### src/rtl/turn_controller_if.sv
// Handshake bundle between the turn controller and the game datapath / game front end.
// The slave modport is the controller; the master modport drives its inputs.
interface turn_controller_if;
    logic       start;
    logic [1:0] num_players;
    logic       flip_valid;
    logic       match;
    logic       win;
    logic       check_req;
    logic       move_req;
    logic       next_turn;
    logic [1:0] cur_player;
    logic       reveal;
    logic       busy;
    logic       game_over;
    logic [1:0] winner;

    modport master (
        output start, num_players, flip_valid, match, win,
        input  check_req, move_req, next_turn, cur_player, reveal, busy, game_over, winner
    );

    modport slave (
        input  start, num_players, flip_valid, match, win,
        output check_req, move_req, next_turn, cur_player, reveal, busy, game_over, winner
    );
endinterface

### src/rtl/turn_controller.sv
// Turn sequencer for the tile-flip race: flip -> check -> move/win or reveal -> pass turn.
// Every output is a flop fed from the next-state logic, so strobes are clean single cycles.
module turn_controller #(
    parameter int unsigned REVEAL_CYCLES = 4,
    parameter int unsigned TURN_TIMEOUT  = 500000000,
    parameter int unsigned TIMER_W       = 32
) (
    input  logic             clk,
    input  logic             rst,
    turn_controller_if.slave bus
);
    typedef enum logic [3:0] {
        S_IDLE, S_WAIT, S_CHECK, S_EVAL, S_MOVE, S_WINCHK, S_REVEAL, S_PASS, S_DONE
    } state_t;

    localparam logic [TIMER_W-1:0] RV_LAST = TIMER_W'(REVEAL_CYCLES - 1);
    localparam logic [TIMER_W-1:0] TO_LAST = (TURN_TIMEOUT == 0) ? '0 : TIMER_W'(TURN_TIMEOUT - 1);
    localparam logic [TIMER_W-1:0] ONE     = TIMER_W'(1);

    state_t             state, state_d;
    logic [TIMER_W-1:0] counter, counter_d;
    logic [1:0]         last_idx, last_idx_d;   // highest player index of this game
    logic [1:0]         player, player_d;
    logic [1:0]         winner, winner_d;
    logic               check_req, move_req, next_turn, reveal, busy, game_over;

    always_comb begin
        state_d    = state;
        counter_d  = counter;
        last_idx_d = last_idx;
        player_d   = player;
        winner_d   = winner;
        unique case (state)
            S_IDLE, S_DONE: begin
                if (bus.start) begin
                    state_d    = S_WAIT;
                    last_idx_d = (bus.num_players == 2'd3) ? 2'd2 : 2'd1;
                    player_d   = 2'd0;
                    counter_d  = '0;
                    winner_d   = 2'd0;
                end
            end
            S_WAIT: begin
                counter_d = counter + ONE;
                // a flip landing on the timeout cycle still counts
                if (bus.flip_valid)
                    state_d = S_CHECK;
                else if (TURN_TIMEOUT != 0 && counter == TO_LAST)
                    state_d = S_PASS;
            end
            S_CHECK: state_d = S_EVAL;
            S_EVAL: begin
                if (bus.match) begin
                    state_d = S_MOVE;
                end else begin
                    state_d   = S_REVEAL;
                    counter_d = '0;
                end
            end
            S_MOVE: state_d = S_WINCHK;
            S_WINCHK: begin
                if (bus.win) begin
                    state_d  = S_DONE;
                    winner_d = player;
                end else begin
                    state_d   = S_WAIT;
                    counter_d = '0;
                end
            end
            S_REVEAL: begin
                counter_d = counter + ONE;
                if (counter == RV_LAST)
                    state_d = S_PASS;
            end
            S_PASS: begin
                player_d  = (player == last_idx) ? 2'd0 : player + 2'd1;
                state_d   = S_WAIT;
                counter_d = '0;
            end
            default: state_d = S_IDLE;
        endcase
    end

    always_ff @(posedge clk or negedge rst) begin
        if (!rst) begin
            state     <= S_IDLE;
            counter   <= '0;
            last_idx  <= 2'd1;
            player    <= 2'd0;
            winner    <= 2'd0;
            check_req <= 1'b0;
            move_req  <= 1'b0;
            next_turn <= 1'b0;
            reveal    <= 1'b0;
            busy      <= 1'b0;
            game_over <= 1'b0;
        end else begin
            state     <= state_d;
            counter   <= counter_d;
            last_idx  <= last_idx_d;
            player    <= player_d;
            winner    <= winner_d;
            check_req <= (state_d == S_CHECK);
            move_req  <= (state_d == S_MOVE);
            next_turn <= (state_d == S_PASS);
            reveal    <= (state_d == S_REVEAL);
            busy      <= !(state_d inside {S_IDLE, S_DONE});
            game_over <= (state_d == S_DONE);
        end
    end

    assign bus.check_req  = check_req;
    assign bus.move_req   = move_req;
    assign bus.next_turn  = next_turn;
    assign bus.cur_player = player;
    assign bus.reveal     = reveal;
    assign bus.busy       = busy;
    assign bus.game_over  = game_over;
    assign bus.winner     = winner;
endmodule
### src/flat_wrapper.sv
// flat-port wrapper written by rule: the top's interface ports become plain ports
module turn_controller_flat 
#(
    parameter int unsigned REVEAL_CYCLES = 4,
    parameter int unsigned TURN_TIMEOUT  = 500000000,
    parameter int unsigned TIMER_W       = 32
)
  (clk, rst, bus_start, bus_num_players, bus_flip_valid, bus_match, bus_win, bus_check_req, bus_move_req, bus_next_turn, bus_cur_player, bus_reveal, bus_busy, bus_game_over, bus_winner);
  turn_controller_if bus_i ();
  input  logic clk;
  input  logic rst;
  input wire logic [$bits(bus_i.start)-1:0] bus_start;
  input wire logic [$bits(bus_i.num_players)-1:0] bus_num_players;
  input wire logic [$bits(bus_i.flip_valid)-1:0] bus_flip_valid;
  input wire logic [$bits(bus_i.match)-1:0] bus_match;
  input wire logic [$bits(bus_i.win)-1:0] bus_win;
  output wire logic [$bits(bus_i.check_req)-1:0] bus_check_req;
  output wire logic [$bits(bus_i.move_req)-1:0] bus_move_req;
  output wire logic [$bits(bus_i.next_turn)-1:0] bus_next_turn;
  output wire logic [$bits(bus_i.cur_player)-1:0] bus_cur_player;
  output wire logic [$bits(bus_i.reveal)-1:0] bus_reveal;
  output wire logic [$bits(bus_i.busy)-1:0] bus_busy;
  output wire logic [$bits(bus_i.game_over)-1:0] bus_game_over;
  output wire logic [$bits(bus_i.winner)-1:0] bus_winner;
  assign bus_i.start = bus_start;
  assign bus_i.num_players = bus_num_players;
  assign bus_i.flip_valid = bus_flip_valid;
  assign bus_i.match = bus_match;
  assign bus_i.win = bus_win;
  assign bus_check_req = bus_i.check_req;
  assign bus_move_req = bus_i.move_req;
  assign bus_next_turn = bus_i.next_turn;
  assign bus_cur_player = bus_i.cur_player;
  assign bus_reveal = bus_i.reveal;
  assign bus_busy = bus_i.busy;
  assign bus_game_over = bus_i.game_over;
  assign bus_winner = bus_i.winner;
  turn_controller #(.REVEAL_CYCLES(REVEAL_CYCLES), .TURN_TIMEOUT(TURN_TIMEOUT), .TIMER_W(TIMER_W)) u_core (.clk(clk), .rst(rst), .bus(bus_i));
endmodule
### config.mk
export PLATFORM = sky130hd
export DESIGN_NAME = turn_controller_flat
export DESIGN_NICKNAME = d
export VERILOG_FILES = /design/src/rtl/turn_controller_if.sv /design/src/rtl/turn_controller.sv /design/src/flat_wrapper.sv
export SDC_FILE = /design/constraint.sdc
export NUM_CORES = 1
export LEC_CHECK = 0
export ABC_AREA = 1
export CELL_PAD_IN_SITES_DETAIL_PLACEMENT = 1
export CELL_PAD_IN_SITES_GLOBAL_PLACEMENT = 1
export CORE_ASPECT_RATIO = 1.2
export CORE_MARGIN = 2
export CORE_UTILIZATION = 48
export CTS_BUF_LIST = sky130_fd_sc_hd__clkbuf_4 sky130_fd_sc_hd__clkbuf_8
export DETAILED_ROUTE_END_ITERATION = 8
export PLACE_DENSITY = 0.88
export SYNTH_ARGS = -nofsm -noshare
export SYNTH_HDL_FRONTEND = slang
export SYNTH_SLANG_ARGS = --single-unit
### constraint.sdc
create_clock -name clk -period 4.25 [get_ports clk]
set_input_delay 0.425 -clock clk [delete_from_list [all_inputs] [get_ports clk]]
set_output_delay 0.425 -clock clk [all_outputs]
set_load 0.01 [all_outputs]
==> metrics.csv <==
metric;value;unit
slew_headroom;24.0;%
antenna_cells;0;
vdd_drop_max;0.397;mV
fin_cells;551;
coreArea;0.00601;mm2
reg2reg_depth;9;
dp_hpwl;6630;um
setup_ws;1.86;ns
sequentialPowerShare;39.2;%
fin_skew;0.0134;ns
drive_above_1_share;4.05;%
cts_max_path_buffers;2;
p_sw;0.000612;W
globalplace.congestion;0.889;
drc;0;
crit_path_end_kind;flop;
synth_enable_flop_cells;0;
htreeDepth;2;
synth_common_cells;nand2_1 (169), nor2_1 (74), dfrtp_1 (47);
fmax;0.418;GHz
yosysTopAreaCell;dfrtp_1;
avgSynthCellArea;6.61;um2
cp-start-kind;flop;
postCtsSetupBuffers;0;
grt_overflow;0;
dieHeight;90.1;um
routed_wl;8690;um
clock_sinks;48;
design_power_total;0.00148;W
fin_crit_sh;56.2;%
clkTransAtPathRegs;0.09;ns
nNetsFinal;477;
grt_pass1_wl;14500;um
finalHoldViolations;0;
ant_nets;0;
synthSimpleGateAreaFrac;42.3;%
clk_latency;0.31;ns
rsz0062_at_grt;no;
combPwrFrac;37.7;%
synth.area.top_cells;dfrtp_1 (40%), nand2_1 (21%), nor2_1 (9.4%);
tns;0;ns
report.final.slew_viol_count;0;
cts_resized;0;
synth_top_family_by_area;simple AND/OR/NAND/NOR gates;
async_flop_share;100;%
dieArea;0.00682;mm2
cts-buffers-inserted;5;
maxCapViolCount;0;
yosysWarnings;0;
clkPwrFrac;23.2;%
grt_use_total;27.7;%
arrival;2.56;ns
firstDrtPassIters;4;
io-pin-count;18;
die_width;75.7;um
synth_top_area_share;39.7;%
critical_path_class;flop to flop;
drtIter0Drc;184;
cts_tree;built;
swShare;41.4;%
grt_max_degree;49;
status;completed;
max_slew.worst_pin.slew;1.14;ns
synth_compound_area_share;5.66;%
ys_types;29;
min-delay-path-class;input port to asynchronous set/reset pin;
vias;2983;
area_growth;12.0;%
period_needed;2.39;ns
syn_nets;457;
syn_area;0.00296;mm2
synthAdderAreaFrac;0.422;%
grt_pass1_vias;3068;
viasPerCell;5.41;
crit_path_max_fanout;32;
yosys.area_share.xor_xnor;4.14;%
initial_core_util;49.3;%
fillers;832;
cts_root_buffer;clkbuf_8;
synth_seq_cells;48;
ys_seq_area_share;40.6;%
drt-wirelength-per-cell;15.8;um
rows;31;
place_ws;1.75;ns
static-leakage-power;1.54;nW
muxShareOfSynthArea;0;%
yosysMostFrequentCell;nand2_1;
syn_inst;448;
antenna_found_initial;0;
crit_required;4.42;ns
cts_hold_buffers;0;
p_per_area;446;mW/mm2
placedCellCount;543;
numPortBuffers;17;
finalSetupViolCount;0;
ys.flop_type;dfrtp_1;
power.internal;0.000867;W
[state kept, by name (all words and copies together), names as in the netlist]
signal,cells
u_core.bus.next_turn,1
u_core.bus.busy,1
u_core.last_idx,2
u_core.state,4
u_core.bus.game_over,1
u_core.bus.cur_player,2
u_core.bus.reveal,1
u_core.bus.move_req,1
u_core.bus.winner,2
u_core.counter,32
u_core.bus.check_req,1
[through the flow]
stage | util, % | hold slack, ns | area (um2)
after floorplan | - | 0.129 | 2960
after global placement | 53.3 | 0.486 | 3210
after detailed placement | 53.3 | 0.496 | 3210
after CTS | 55.2 | 0.241 | 3320
after global routing | 55.2 | 0.277 | 3320
final | 55.2 | 0.200 | 3320
[layout by cell type (no fill, tap or decap), types with 2 or more instances in the layout]
cell               n
nand2_1          169
nor2_1            74
dfrtp_1           47
inv_1             42
nand3_1           41
o21ai_0           18
clkdlybuf4s50_1   16
nor3_1             9
xor2_1             9
nand4_1            8
xnor2_1            5
clkbuf_8           5
a21o_1             3
inv_2              2
o31ai_1            2
buf_4              2
[cell families after synthesis]
logic type,after synthesis
compound gates,29
simple gates,306
fa+ha+maj,1
buf+inv,50
flops,48
xor+xnor,14
[power groups by stage]
stage / combinational, W / sequential [W] / clock (W)
CTS: 0.000567 / 0.000579 / 0.000347
floorplan: 0.000406 / 0.000579 / 0
global route: 0.000634 / 0.000587 / 0.000364
finish: 0.000557 / 0.000579 / 0.000343
global placement: 0.000541 / 0.000584 / 0
detailed placement: 0.000566 / 0.000588 / 0
[final timing paths]
| check | startpoint | endpoint | slack, ns |
|---|---|---|---|
| worst max-delay path | u_core.state[2]$_DFF_PN0_ | u_core.counter[10]$_DFFE_PN0P_ | 1.86 |
| worst min-delay path | rst | u_core.counter[3]$_DFFE_PN0P_ | 0.20 |
| worst max register to register | u_core.state[2]$_DFF_PN0_ | u_core.counter[10]$_DFFE_PN0P_ | 1.86 |
| worst min register to register | u_core.counter[31]$_DFFE_PN0P_ | u_core.counter[31]$_DFFE_PN0P_ | 0.51 |
| max in group asynchronous | rst | u_core.counter[1]$_DFFE_PN0P_ | 3.58 |
| min in group clk | u_core.counter[31]$_DFFE_PN0P_ | u_core.counter[31]$_DFFE_PN0P_ | 0.51 |
[metal layers]
layer	vias up	track usage [%]	routed length (um)	share of wire, %
met1	1461	32.4	3530	41
met2	63	49.7	4590	53
met4	0	10.8	267	3.1
met3	19	3.03	304	3.5
met5	-	0	0	0
li1	1440	-	-	-
[area by class of cell]
| type | instances | area (um2) | share of cell area, % |
|---|---|---|---|
| Timing Repair Buffer | 19 | 180 | 5.43 |
| Inverter | 44 | 165 | 4.98 |
| Clock buffer | 6 | 76.3 | 2.30 |
| Tap cell | 82 | 103 | 3.09 |
| Multi-Input combinational cell | 350 | 1560 | 46.9 |
| Clock inverter | 2 | 35.0 | 1.06 |
| Sequential cell | 48 | 1200 | 36.2 |
[critical path, cell delays in order, from the launching register on]
cell and delay, ns:
dfrtp_1 0.37, inv_1 0.21, nand2_2 0.11, nor2_1 0.17, a21oi_2 0.04, buf_4 0.19
nand4_1 0.09, nand2_1 0.67, nand2_1 0.27, o21ai_0 0.13
No activity file was read; power rests on OpenSTA's default activity.
